===== src/rtl/debug_mem_bridge.sv =====
// debug_mem_bridge: host-side master for the core's debug (second) RAM ports.
// Takes word-granular read/write burst commands, walks the selected RAM one
// word per beat, and returns read data or a single write acknowledge.
module debug_mem_bridge #(
  parameter int RD_LATENCY = 1,
  parameter int ADDR_W     = 32
) (
  input  logic              clk,
  input  logic              rst,
  // command channel
  input  logic              cmd_valid,
  output logic              cmd_ready,
  input  logic              cmd_write,
  input  logic              cmd_sel,
  input  logic [ADDR_W-1:0] cmd_addr,
  input  logic [3:0]        cmd_be,
  input  logic [7:0]        cmd_len,
  // write data channel
  input  logic              wd_valid,
  output logic              wd_ready,
  input  logic [31:0]       wd_data,
  // response channel
  output logic              rsp_valid,
  input  logic              rsp_ready,
  output logic [31:0]       rsp_data,
  output logic              rsp_last,
  output logic              busy,
  // data RAM debug port
  output logic [ADDR_W-1:0] dram_a2,
  output logic [31:0]       dram_wd2,
  output logic [3:0]        dram_we2,
  input  logic [31:0]       dram_rd2,
  // instruction RAM debug port
  output logic [ADDR_W-1:0] iram_a2,
  output logic [31:0]       iram_wd2,
  output logic [3:0]        iram_we2,
  input  logic [31:0]       iram_rd2
);

  typedef enum logic [2:0] {
    IDLE     = 3'd0,
    RD_WAIT  = 3'd1,
    RD_RESP  = 3'd2,
    WR_DATA  = 3'd3,
    WR_PULSE = 3'd4,
    WR_ACK   = 3'd5
  } state_t;

  // Wait counter preload; RD_LATENCY is limited to 1..4 so 3 bits suffice.
  localparam logic [2:0] RdLatInit = 3'(RD_LATENCY);

  state_t            state;
  logic [ADDR_W-1:0] addrQ;
  logic              selQ;
  logic [3:0]        beQ;
  logic [7:0]        lenQ;
  logic [7:0]        beatQ;
  logic [2:0]        waitCnt;

  logic [ADDR_W-1:0] cmdAddrAligned;
  logic [ADDR_W-1:0] addrNext;
  logic [31:0]       rdSel;
  logic              lastBeat;

  // Next word address; wraps modulo 2^ADDR_W by plain unsigned overflow.
  function automatic logic [ADDR_W-1:0] nextWord(input logic [ADDR_W-1:0] a);
    return a + ADDR_W'(4);
  endfunction

  // Byte-address low bits are ignored: commands are word-granular.
  function automatic logic [ADDR_W-1:0] alignWord(input logic [ADDR_W-1:0] a);
    return a & ~ADDR_W'(3);
  endfunction

  assign cmdAddrAligned = alignWord(cmd_addr);
  assign addrNext       = nextWord(addrQ);
  assign rdSel          = selQ ? iram_rd2 : dram_rd2;
  assign lastBeat       = (beatQ == lenQ);

  // Handshake readiness and busy decode straight from the state register.
  always_comb begin
    cmd_ready = (state == IDLE);
    wd_ready  = (state == WR_DATA);
    busy      = (state != IDLE);
  end

  // Main FSM with registered RAM-port and response outputs; reset aborts
  // any in-flight command, including a write pulse, without a response.
  always_ff @(posedge clk or posedge rst) begin
    if (rst) begin
      state     <= IDLE;
      addrQ     <= '0;
      selQ      <= 1'b0;
      beQ       <= 4'd0;
      lenQ      <= 8'd0;
      beatQ     <= 8'd0;
      waitCnt   <= 3'd0;
      rsp_valid <= 1'b0;
      rsp_last  <= 1'b0;
      rsp_data  <= 32'd0;
      dram_a2   <= '0;
      dram_wd2  <= 32'd0;
      dram_we2  <= 4'd0;
      iram_a2   <= '0;
      iram_wd2  <= 32'd0;
      iram_we2  <= 4'd0;
    end else begin
      case (state)
        IDLE: begin
          if (cmd_valid) begin
            selQ     <= cmd_sel;
            beQ      <= cmd_be;
            lenQ     <= cmd_len;
            beatQ    <= 8'd0;
            addrQ    <= cmdAddrAligned;
            // Only the selected RAM sees the address; the other port idles at 0.
            dram_a2  <= cmd_sel ? '0 : cmdAddrAligned;
            iram_a2  <= cmd_sel ? cmdAddrAligned : '0;
            dram_wd2 <= 32'd0;
            iram_wd2 <= 32'd0;
            dram_we2 <= 4'd0;
            iram_we2 <= 4'd0;
            if (cmd_write) begin
              state <= WR_DATA;
            end else begin
              waitCnt <= RdLatInit;
              state   <= RD_WAIT;
            end
          end
        end

        RD_WAIT: begin
          // RD_LATENCY countdown edges, then one capture edge.
          if (waitCnt == 3'd0) begin
            rsp_data  <= rdSel;
            rsp_valid <= 1'b1;
            rsp_last  <= lastBeat;
            state     <= RD_RESP;
          end else begin
            waitCnt <= waitCnt - 3'd1;
          end
        end

        RD_RESP: begin
          if (rsp_ready) begin
            rsp_valid <= 1'b0;
            rsp_last  <= 1'b0;
            if (lastBeat) begin
              state <= IDLE;
            end else begin
              addrQ   <= addrNext;
              dram_a2 <= selQ ? '0 : addrNext;
              iram_a2 <= selQ ? addrNext : '0;
              beatQ   <= beatQ + 8'd1;
              waitCnt <= RdLatInit;
              state   <= RD_WAIT;
            end
          end
        end

        WR_DATA: begin
          if (wd_valid) begin
            if (selQ) begin
              iram_wd2 <= wd_data;
              iram_we2 <= beQ;
            end else begin
              dram_wd2 <= wd_data;
              dram_we2 <= beQ;
            end
            state <= WR_PULSE;
          end
        end

        WR_PULSE: begin
          // Write enables are a single-cycle pulse with the address held stable.
          dram_we2 <= 4'd0;
          iram_we2 <= 4'd0;
          if (!lastBeat) begin
            addrQ   <= addrNext;
            dram_a2 <= selQ ? '0 : addrNext;
            iram_a2 <= selQ ? addrNext : '0;
            beatQ   <= beatQ + 8'd1;
            state   <= WR_DATA;
          end else begin
            rsp_valid <= 1'b1;
            rsp_last  <= 1'b1;
            rsp_data  <= 32'd0;
            state     <= WR_ACK;
          end
        end

        WR_ACK: begin
          if (rsp_ready) begin
            rsp_valid <= 1'b0;
            rsp_last  <= 1'b0;
            state     <= IDLE;
          end
        end

        default: begin
          state <= IDLE;
        end
      endcase
    end
  end

endmodule

===== config.mk =====
export PLATFORM = sky130hd
export DESIGN_NAME = debug_mem_bridge
export DESIGN_NICKNAME = d
export VERILOG_FILES = /design/src/rtl/debug_mem_bridge.sv
export SDC_FILE = /design/constraint.sdc
export NUM_CORES = 1
export LEC_CHECK = 0
export ABC_AREA = 1
export BUFFER_PORTS_ARGS = -buffer_cell sky130_fd_sc_hd__buf_2
export CAP_MARGIN = 20
export CELL_PAD_IN_SITES_DETAIL_PLACEMENT = 1
export CELL_PAD_IN_SITES_GLOBAL_PLACEMENT = 1
export CORE_MARGIN = 10
export CORE_UTILIZATION = 35
export DETAILED_ROUTE_END_ITERATION = 10
export PLACE_DENSITY = 0.74
export SYNTH_ARGS = -nofsm -noshare
export SYNTH_HDL_FRONTEND = slang
export SYNTH_SLANG_ARGS = --single-unit

===== constraint.sdc =====
create_clock -name clk -period 9.6 [get_ports clk]
set_input_delay 0.96 -clock clk [delete_from_list [all_inputs] [get_ports clk]]
set_output_delay 0.96 -clock clk [all_outputs]
set_load 0.02 [all_outputs]

==> results.md, run 1 <==
* Run status: finished clean
* Number of synthesized register bits at 225
* Total setup buffers inserted after CTS at 0
* Remaining global-route overflow at 0
* Post-route non-filler standard cell count at 2,175
* Ports placed on the boundary at 320
* Synthesis warning total at 0
* Count of buffer and inverter cells on the critical path at 2
* Start point of the worst hold path: dram_a2[10]$_DFFE_PP0P_
* Vias in the first global route at 11,500
* Count of port buffers added during placement at 317
* CTS clock-pin slew for the worst setup and hold paths at 60 ps
* Portion of the post-synthesis area used by sequential elements at 50.1%
* Net switching power at 2.63 mW
* Count of clock tree sinks at 225
* Setup-failing EPs final at 0
* Count of cell types in the netlist at 29
* Slew HR at 38.1%
* Highest achievable clock rate at 281 MHz
* Area of the core at 31,600 um^2
* Clock Skews at 20.7 ps
* Sequential fraction of design power at 30.7%
* Length of the first detailed-routing pass in iterations at 4
* Class of the most critical setup path: register to register
* CP Cell Sequence: nor2_1 > nand2_2 > nand2_2 > buf_4 > inv_2 > nor2_1 > nand3_1 > o21ai_0 > nand2_1 > nand2_1
* Combinational cell fraction of total power at 50.6%
* Internal Power at 2.79 mW
* Number of pins with negative max-slew slack in the final report at 0
* Die H at 199 um
* Die width at 199 um
* Crit Path Max Fanout at 60
* Number of placement rows at 65
* Maximum buffer depth of the clock tree at 3
* Category of cells accounting for the largest share of critical-path delay: simple AND/OR/NAND/NOR gates
* Most common cell after layout, fill and taps aside: sky130_fd_sc_hd__nand2_1
* Transition time at the pin with the least slew margin at 928 ps
* Vias post-DR at 10,900
* Number of fill cells in the layout at 4,002
* Class of the tightest hold or removal check: register to register
* Total number of H-tree levels at 1
* Gp weighted congestion at 0.814
* Final hold viol count at 0
* Required time of the worst setup path at 10,070 ps
* RSZ-0062 raised after global routing: false
* Worst skew pair latency at 540 ps
* Post-synth net total at 1,625
* CP Data Arrival Time at 4030 ps
* Synth-to-layout area growth at 24.3%
* Initial antenna violation count at 3
* Final layout net count at 1,901
* Die outline area at 39,700 um^2
* Power density over the cells at 388 nW/um^2
* Sw Share at 48.5%
* Commonest cells after routing, fill and taps aside: sky130_fd_sc_hd__nand2_1 (493), sky130_fd_sc_hd__buf_2 (317), sky130_fd_sc_hd__dfrtp_1 (224)
* Type of element launching the critical path: register
* Post-cts sizing count at 0
* Initial Util at 35.6%
* DRC violations left at 0
* Tot GR Track Use at 19.5%
* Post-Synthesis Cells at 1,474
* Clock tree from TritonCTS: built
* DRC marker count from the first detailed-route iteration at 466
* Post-synthesis average cell area at 7.63 um^2
* Post-CTS Hold Buffers at 0
* Master of the slowest instance on the critical path: sky130_fd_sc_hd__nor2_1
* Post-detailed-routing wire length at 40,000 um
* First-pass GRT wire length at 62,800 um
* Cells after DPL at 2,121
* Startpoint of the worst setup timing path: state[0]$_DFFE_PP0P_
* Relative contribution of the clock network to total power at 18.7%
* Leakage Power at 7.15 nW
* Reg-to-Reg Start: state[0]$_DFFE_PP0P_
* Count of maximum capacitance violations at 0
* Share of the clock period used by the worst path after layout at 37.1%
* Detailed-placement wirelength estimate at 27,900 um
* Worst Setup End Kind: register
* Post-route minimum period at 3560 ps
* Clock buffer count from CTS at 26
* Worst stage delay on the critical path at 550 ps
* Post-DR wirelength/cell at 18.4 um
* Worst vdd ir at 0.000181 V
* Clock root cell: sky130_fd_sc_hd__clkbuf_16
* Proportion of layout cells with a drive suffix above 1 at 24.4%
* Largest net degree at the start of global routing at 114
* Mapped Area at 11,200 um^2
* Post-DR vias/cell at 5.02
* Post-route ant nets at 0
* Sum Neg Setup Slack at 0 ps
==> logic make-up after synthesis <==
logic type	Yosys count	synth area share [%]
simple gates	788	29.2
compound gates	273	13.0
flops	225	50.1
buf+inv	177	6.70
xor+xnor	7	0.545
fa+ha+maj	4	0.445
==> worst min-delay path: cells and delay by family, from the launching register on <==
family / cells / cell delay, ps
simple gates: 2 / 100
flops: 1 / 330
==> flip-flops by register name (all words and copies together), names as in the netlist <==
register,count
rsp_last,1
iram_wd2,32
lenQ,8
beQ,4
dram_we2,4
dram_a2,31
rsp_data,32
dram_wd2,32
addrQ,30
iram_a2,31
iram_we2,4
beatQ,8
rsp_valid,1
waitCnt,3
selQ,1
state,3
==> metal layers <==
| layer | up-vias | wire length, um | global-route usage [%] | share of wire [%] |
|---|---|---|---|---|
| met5 | - | 0 | 0 | 0 |
| met3 | 60 | 2180 | 3.97 | 5.5 |
| li1 | 5316 | - | - | - |
| met4 | 0 | 1030 | 6.02 | 2.6 |
| met2 | 218 | 19900 | 34.2 | 50 |
| met1 | 5319 | 16900 | 23.5 | 42 |
==> power by group through the flow <==
stage	Sequential (mW)	Combinational, mW	Clock, mW
final	1.66	2.74	1.01
after floorplan	2.01	1.54	0
after detailed placement	1.71	2.70	0
after global routing	1.72	3.09	1.08
after CTS	1.70	2.73	1.04
after global placement	1.69	2.63	0
==> metrics by stage <==
stage	util, %	hold WS, ps	area [um^2]	power [mW]	setup WS [ps]
detailed placement	41.2	462	13000	4.41	5920
CTS	43.9	478	13900	5.47	5890
global placement	41.2	454	13000	4.32	6020
finish	44.2	471	14000	5.42	6040
floorplan	-	453	11200	3.54	2480
global route	44.2	499	14000	5.90	5670
==> area by class of cell <==
class	count	area (um^2)	area share, %
clock buffer	36	748	5.35
inverter	97	372	2.66
antenna	4	10.0	0.0716
sequential	225	5630	40.3
tap	402	503	3.60
timing repair buffer	328	1710	12.3
clock inverter	11	123	0.877
multi-input combinational	1072	4880	34.9
==> cells in the mapped netlist <==
master,number,share of area [%]
sky130_fd_sc_hd__and2_1,1,0.056
sky130_fd_sc_hd__nand4_1,26,1.4
sky130_fd_sc_hd__xnor2_1,4,0.31
sky130_fd_sc_hd__a21oi_1,39,1.7
sky130_fd_sc_hd__o211ai_1,32,2.1
sky130_fd_sc_hd__buf_2,36,1.6
sky130_fd_sc_hd__buf_1,1,0.033
sky130_fd_sc_hd__xor2_1,3,0.23
sky130_fd_sc_hd__buf_6,1,0.10
sky130_fd_sc_hd__inv_1,90,3.0
sky130_fd_sc_hd__nand3_1,73,3.2
sky130_fd_sc_hd__inv_2,7,0.23
sky130_fd_sc_hd__o21ai_0,150,6.7
sky130_fd_sc_hd__clkbuf_1,31,1.0
sky130_fd_sc_hd__o21ai_1,41,1.8
sky130_fd_sc_hd__ha_1,4,0.44
sky130_fd_sc_hd__o22ai_1,8,0.44
sky130_fd_sc_hd__buf_4,9,0.60
sky130_fd_sc_hd__o21bai_1,3,0.20
sky130_fd_sc_hd__nor2_1,144,4.8
sky130_fd_sc_hd__nand3_4,2,0.31
sky130_fd_sc_hd__nor3_4,1,0.14
sky130_fd_sc_hd__nand2_2,6,0.33
sky130_fd_sc_hd__or2_2,34,1.9
sky130_fd_sc_hd__clkbuf_2,2,0.089
sky130_fd_sc_hd__nor3_1,2,0.089
sky130_fd_sc_hd__nand2_1,495,17
sky130_fd_sc_hd__dfrtp_1,225,50
sky130_fd_sc_hd__nor2_4,4,0.40
==> final timing paths <==
| check | cells past startpoint | end | slack [ps] |
|---|---|---|---|
| setup / recovery | 10 | iram_a2[28]$_DFFE_PP0P_ | 6040 |
| hold / removal | 2 | dram_a2[10]$_DFFE_PP0P_ | 470 |
| setup reg to reg | 10 | iram_a2[28]$_DFFE_PP0P_ | 6040 |
| hold reg to reg | 2 | dram_a2[10]$_DFFE_PP0P_ | 470 |
| max in group asynchronous | 4 | iram_a2[6]$_DFFE_PP0P_ | 6920 |
| min in group asynchronous | 2 | rsp_data[23]$_DFFE_PP0P_ | 600 |
Note: power is estimated with default switching activity, not from simulation.
==> run 2, diff against run 1 <==
- ABC_AREA: 1 -> 0
- PLACE_DENSITY: 0.74 -> 0.71
- clock period: 9.6 -> 3.42 ns (I/O delays scaled with it)
==> results.md, run 2 <==
* EDFF count, synth at 0 (unchanged)
* Post-Synthesis Cells at 1,128 (was 1,474)
* Sum Neg Setup Slack at 0 ps (unchanged)
* Post-route minimum period at 2690 ps (was 3560 ps)
* Share of the clock period used by the worst path after layout at 78.7% (was 37.1%)
* Post-DR vias/cell at 5.14 (was 5.02)
* Transition time at the pin with the least slew margin at 803 ps (was 928 ps)
* Length of the first detailed-routing pass in iterations at 4 (unchanged)
* Clock root cell: sky130_fd_sc_hd__clkbuf_16 (unchanged)
* Synth-to-layout area growth at 27.5% (was 24.3%)
* Post-DR wirelength/cell at 19.7 um (was 18.4 um)
* Proportion of layout cells with a drive suffix above 1 at 32.5% (was 24.4%)
* Post-synth net total at 1,279 (was 1,625)
* Commonest cells after routing, fill and taps aside: sky130_fd_sc_hd__buf_2 (317), sky130_fd_sc_hd__dfrtp_1 (224), sky130_fd_sc_hd__nand2_1 (201) (was sky130_fd_sc_hd__nand2_1 (493), sky130_fd_sc_hd__buf_2 (317), sky130_fd_sc_hd__dfrtp_1 (224))
* Count of port buffers added during placement at 317 (unchanged)
* Most common cell after layout, fill and taps aside: sky130_fd_sc_hd__buf_2 (was sky130_fd_sc_hd__nand2_1)
* Clock tree from TritonCTS: built (unchanged)
* Cell with the most instances after synthesis: sky130_fd_sc_hd__dfrtp_1 (was sky130_fd_sc_hd__nand2_1)
* Setup-failing EPs final at 0 (unchanged)
* Number of pins with negative max-slew slack in the final report at 0 (unchanged)
* Clock buffer count from CTS at 28 (was 26)
* Tot GR Track Use at 18.1% (was 19.5%)
* Sw Share at 44.3% (was 48.5%)
* Worst hold path depth at 2 (unchanged)
* Mapped Area at 10,900 um^2 (was 11,200 um^2)
* Detailed-placement wirelength estimate at 26,600 um (was 27,900 um)
* Relative contribution of the clock network to total power at 20.3% (was 18.7%)
* Number of fill cells in the layout at 3,556 (was 4,002)
* Number of placement rows at 64 (was 65)
* Number of synthesized register bits at 225 (unchanged)
* Net switching power at 7.01 mW (was 2.63 mW)
* Clock Skews at 16.1 ps (was 20.7 ps)
* Run status: finished clean (unchanged)
* Power density over the cells at 1140 nW/um^2 (was 388 nW/um^2)
* Initial antenna violation count at 4 (was 3)
* Top layer in use: met5 (was met4)
* Vias in the first global route at 10,200 (was 11,500)
* Type of element launching the critical path: register (unchanged)
* Remaining global-route overflow at 0 (unchanged)
* Post-cts sizing count at 0 (unchanged)
* Final layout net count at 1,574 (was 1,901)
* Async set-reset flop share out of synthesis at 100% (unchanged)
* Combinational cell fraction of total power at 49.2% (was 50.6%)
* Class of the tightest hold or removal check: input pin to register (was register to register)
* Vias post-DR at 9,476 (was 10,900)
* Crit Path Max Fanout at 52 (was 60)
* Sequential cell area at 5630 um^2 (unchanged)
* Wire length on met2 at 18,700 um (was 19,900 um)
* Met3 wire len at 2030 um (was 2180 um)
* Footprint of the multi-input gates at 4860 um^2 (was 4880 um^2)
* Worst skew pair latency at 540 ps (about the same)
* Post-synthesis average cell area at 9.68 um^2 (was 7.63 um^2)
* Highest achievable clock rate at 371 MHz (was 281 MHz)
* Commonest register cell after synthesis: sky130_fd_sc_hd__dfrtp_1 (unchanged)
* Required time of the worst setup path at 3880 ps (was 10,070 ps)
* Biggest registers after layout: dram_wd2: 32 flops, iram_wd2: 32 flops, rsp_data: 32 flops (unchanged)
* Post-route ant nets at 0 (unchanged)
* Post-detailed-routing wire length at 36,300 um (was 40,000 um)
* Area of the core at 30,700 um^2 (was 31,600 um^2)
* Die width at 197 um (was 199 um)
* RSZ-0062 raised after global routing: false (unchanged)
* Synth top cells by count: sky130_fd_sc_hd__dfrtp_1 (225), sky130_fd_sc_hd__nand2_1 (201), sky130_fd_sc_hd__nor2_1 (109) (was sky130_fd_sc_hd__nand2_1 (495), sky130_fd_sc_hd__dfrtp_1 (225), sky130_fd_sc_hd__o21ai_0 (150))
* Final hold viol count at 0 (unchanged)
* Largest net degree at the start of global routing at 87 (was 114)
* Worst vdd ir at 0.000520 V (was 0.000181 V)
* Depth of the worst register-to-register path at 7 (was 10)
* Portion of synthesized cell area occupied by the leading cell type at 51.5% (was 50.1%)
* Count of maximum capacitance violations at 0 (unchanged)
* Portion of the post-synthesis area used by sequential elements at 51.5% (was 50.1%)
* Met1 Routed Length at 14,700 um (was 16,900 um)
* First-pass GRT wire length at 57,300 um (was 62,800 um)
* Count of clock tree sinks at 225 (unchanged)
* Class of the most critical setup path: register to register (unchanged)
* Cell taking the most area after synthesis: sky130_fd_sc_hd__dfrtp_1 (unchanged)
* DRC violations left at 0 (unchanged)
* Leakage Power at 6.60 nW (was 7.15 nW)
* Gp weighted congestion at 0.786 (was 0.814)
* Count of cell types in the netlist at 60 (was 29)
* Worst Setup End Kind: register (unchanged)
* Total number of H-tree levels at 1 (unchanged)
* Ports placed on the boundary at 320 (unchanged)
* Die outline area at 38,700 um^2 (was 39,700 um^2)
* Power consumption at 15.8 mW (was 5.42 mW)
* Sequential fraction of design power at 30.4% (was 30.7%)
* Main area contributors after synthesis: sky130_fd_sc_hd__dfrtp_1 (52%), sky130_fd_sc_hd__nand2_1 (6.9%), sky130_fd_sc_hd__mux2_2 (4.9%), sky130_fd_sc_hd__o21ai_0 (4.8%), sky130_fd_sc_hd__nor2_1 (3.7%) (was sky130_fd_sc_hd__dfrtp_1 (50%), sky130_fd_sc_hd__nand2_1 (17%), sky130_fd_sc_hd__o21ai_0 (6.7%), sky130_fd_sc_hd__nor2_1 (4.8%), sky130_fd_sc_hd__nand3_1 (3.2%))
* Maximum buffer depth of the clock tree at 3 (unchanged)
* CP Data Arrival Time at 3160 ps (was 4030 ps)
* DRC marker count from the first detailed-route iteration at 426 (was 466)
* Initial Util at 35.6% (about the same)
* Die H at 197 um (was 199 um)
* CTS clock-pin slew for the worst setup and hold paths at 60 ps (about the same)
* Synthesis warning total at 0 (unchanged)
* Slew HR at 46.3% (was 38.1%)
* Internal Power at 8.83 mW (was 2.79 mW)
* Core Util, Final at 45.4% (was 44.2%)
-- run 2: power by group through the flow --
stage / Combinational [mW] / Sequential [mW] / Clock, mW
finish: 7.79 / 4.82 / 3.22
global route: 8.63 / 5.03 / 3.41
CTS: 7.96 / 4.84 / 3.30
detailed placement: 7.91 / 4.86 / 0
global placement: 7.66 / 4.79 / 0
floorplan: 4.35 / 5.87 / 0
-- run 2: worst paths after layout --
path / startpoint / to / slack (ps)
min in group asynchronous: rst / iram_a2[4]$_DFFE_PP0P_ / 500
hold / removal: cmd_be[0] / beQ[0]$_DFFE_PP0P_ / 40
setup / recovery: state[2]$_DFFE_PP0P_ / addrQ[28]$_DFFE_PP0P_ / 730
max in group asynchronous: rst / iram_wd2[7]$_DFFE_PP0P_ / 2000
setup reg to reg: state[2]$_DFFE_PP0P_ / addrQ[28]$_DFFE_PP0P_ / 730
hold reg to reg: waitCnt[0]$_DFFE_PP0P_ / waitCnt[0]$_DFFE_PP0P_ / 470
-- run 2: final cells by class --
type / instances / area share, %
diodes: 1 / 0.0180
clock buffers: 39 / 5.91
clock inverters: 13 / 1.39
inverters: 15 / 0.431
multi-input cells: 808 / 34.9
flip-flops and latches: 225 / 40.4
well taps: 396 / 3.56
repair buffers: 345 / 13.3
-- run 2: cells by family (layout without fill, tap and decap cells) --
group / after synthesis / after routing / synth area share (%)
AO/OA/AOI/OAI: 273 / 273 / 15.7
XOR/XNOR: 42 / 42 / 3.37
adder cells (fa/ha/maj): 4 / 4 / 0.458
buffers and inverters: 95 / 412 / 4.28
flip-flops: 225 / 225 / 51.5
multiplexers: 88 / 88 / 8.66
other: 0 / 1 / 0
AND/OR/NAND/NOR: 401 / 401 / 16.0
-- run 2: per-stage QoR --
step,cell area (um^2),instances,hold slack (ps),setup WS (ps)
floorplan,10900,1128,445,140
detailed placement,12900,1788,465,714
finish,13900,1842,35.9,727
CTS,13900,1841,16.0,698
global route,13900,1842,14.8,395
global placement,12900,1787,458,751
-- run 2: metal layers --
| metal | global-route usage (%) | vias up |
|---|---|---|
| li1 | - | 4513 |
| met3 | 4.23 | 45 |
| met2 | 32.6 | 218 |
| met5 | 0 | - |
| met4 | 4.55 | 4 |
| met1 | 21.1 | 4696 |
-- run 2: worst max-delay path: stages, from the launching register on --
cell	delay, ps
sky130_fd_sc_hd__dfrtp_1	580
sky130_fd_sc_hd__nand2b_1	240
sky130_fd_sc_hd__a211oi_1	220
sky130_fd_sc_hd__o21a_1	430
sky130_fd_sc_hd__or2_4	590
sky130_fd_sc_hd__buf_4	330
sky130_fd_sc_hd__a21oi_1	90
sky130_fd_sc_hd__a21oi_1	120
-- run 2: what timing repair did --
item / 4_1_cts / 5_1_grt
hold buffers: 1 / 0
hold endpoints to repair: 26 / 0
setup buffers: 0 / 0
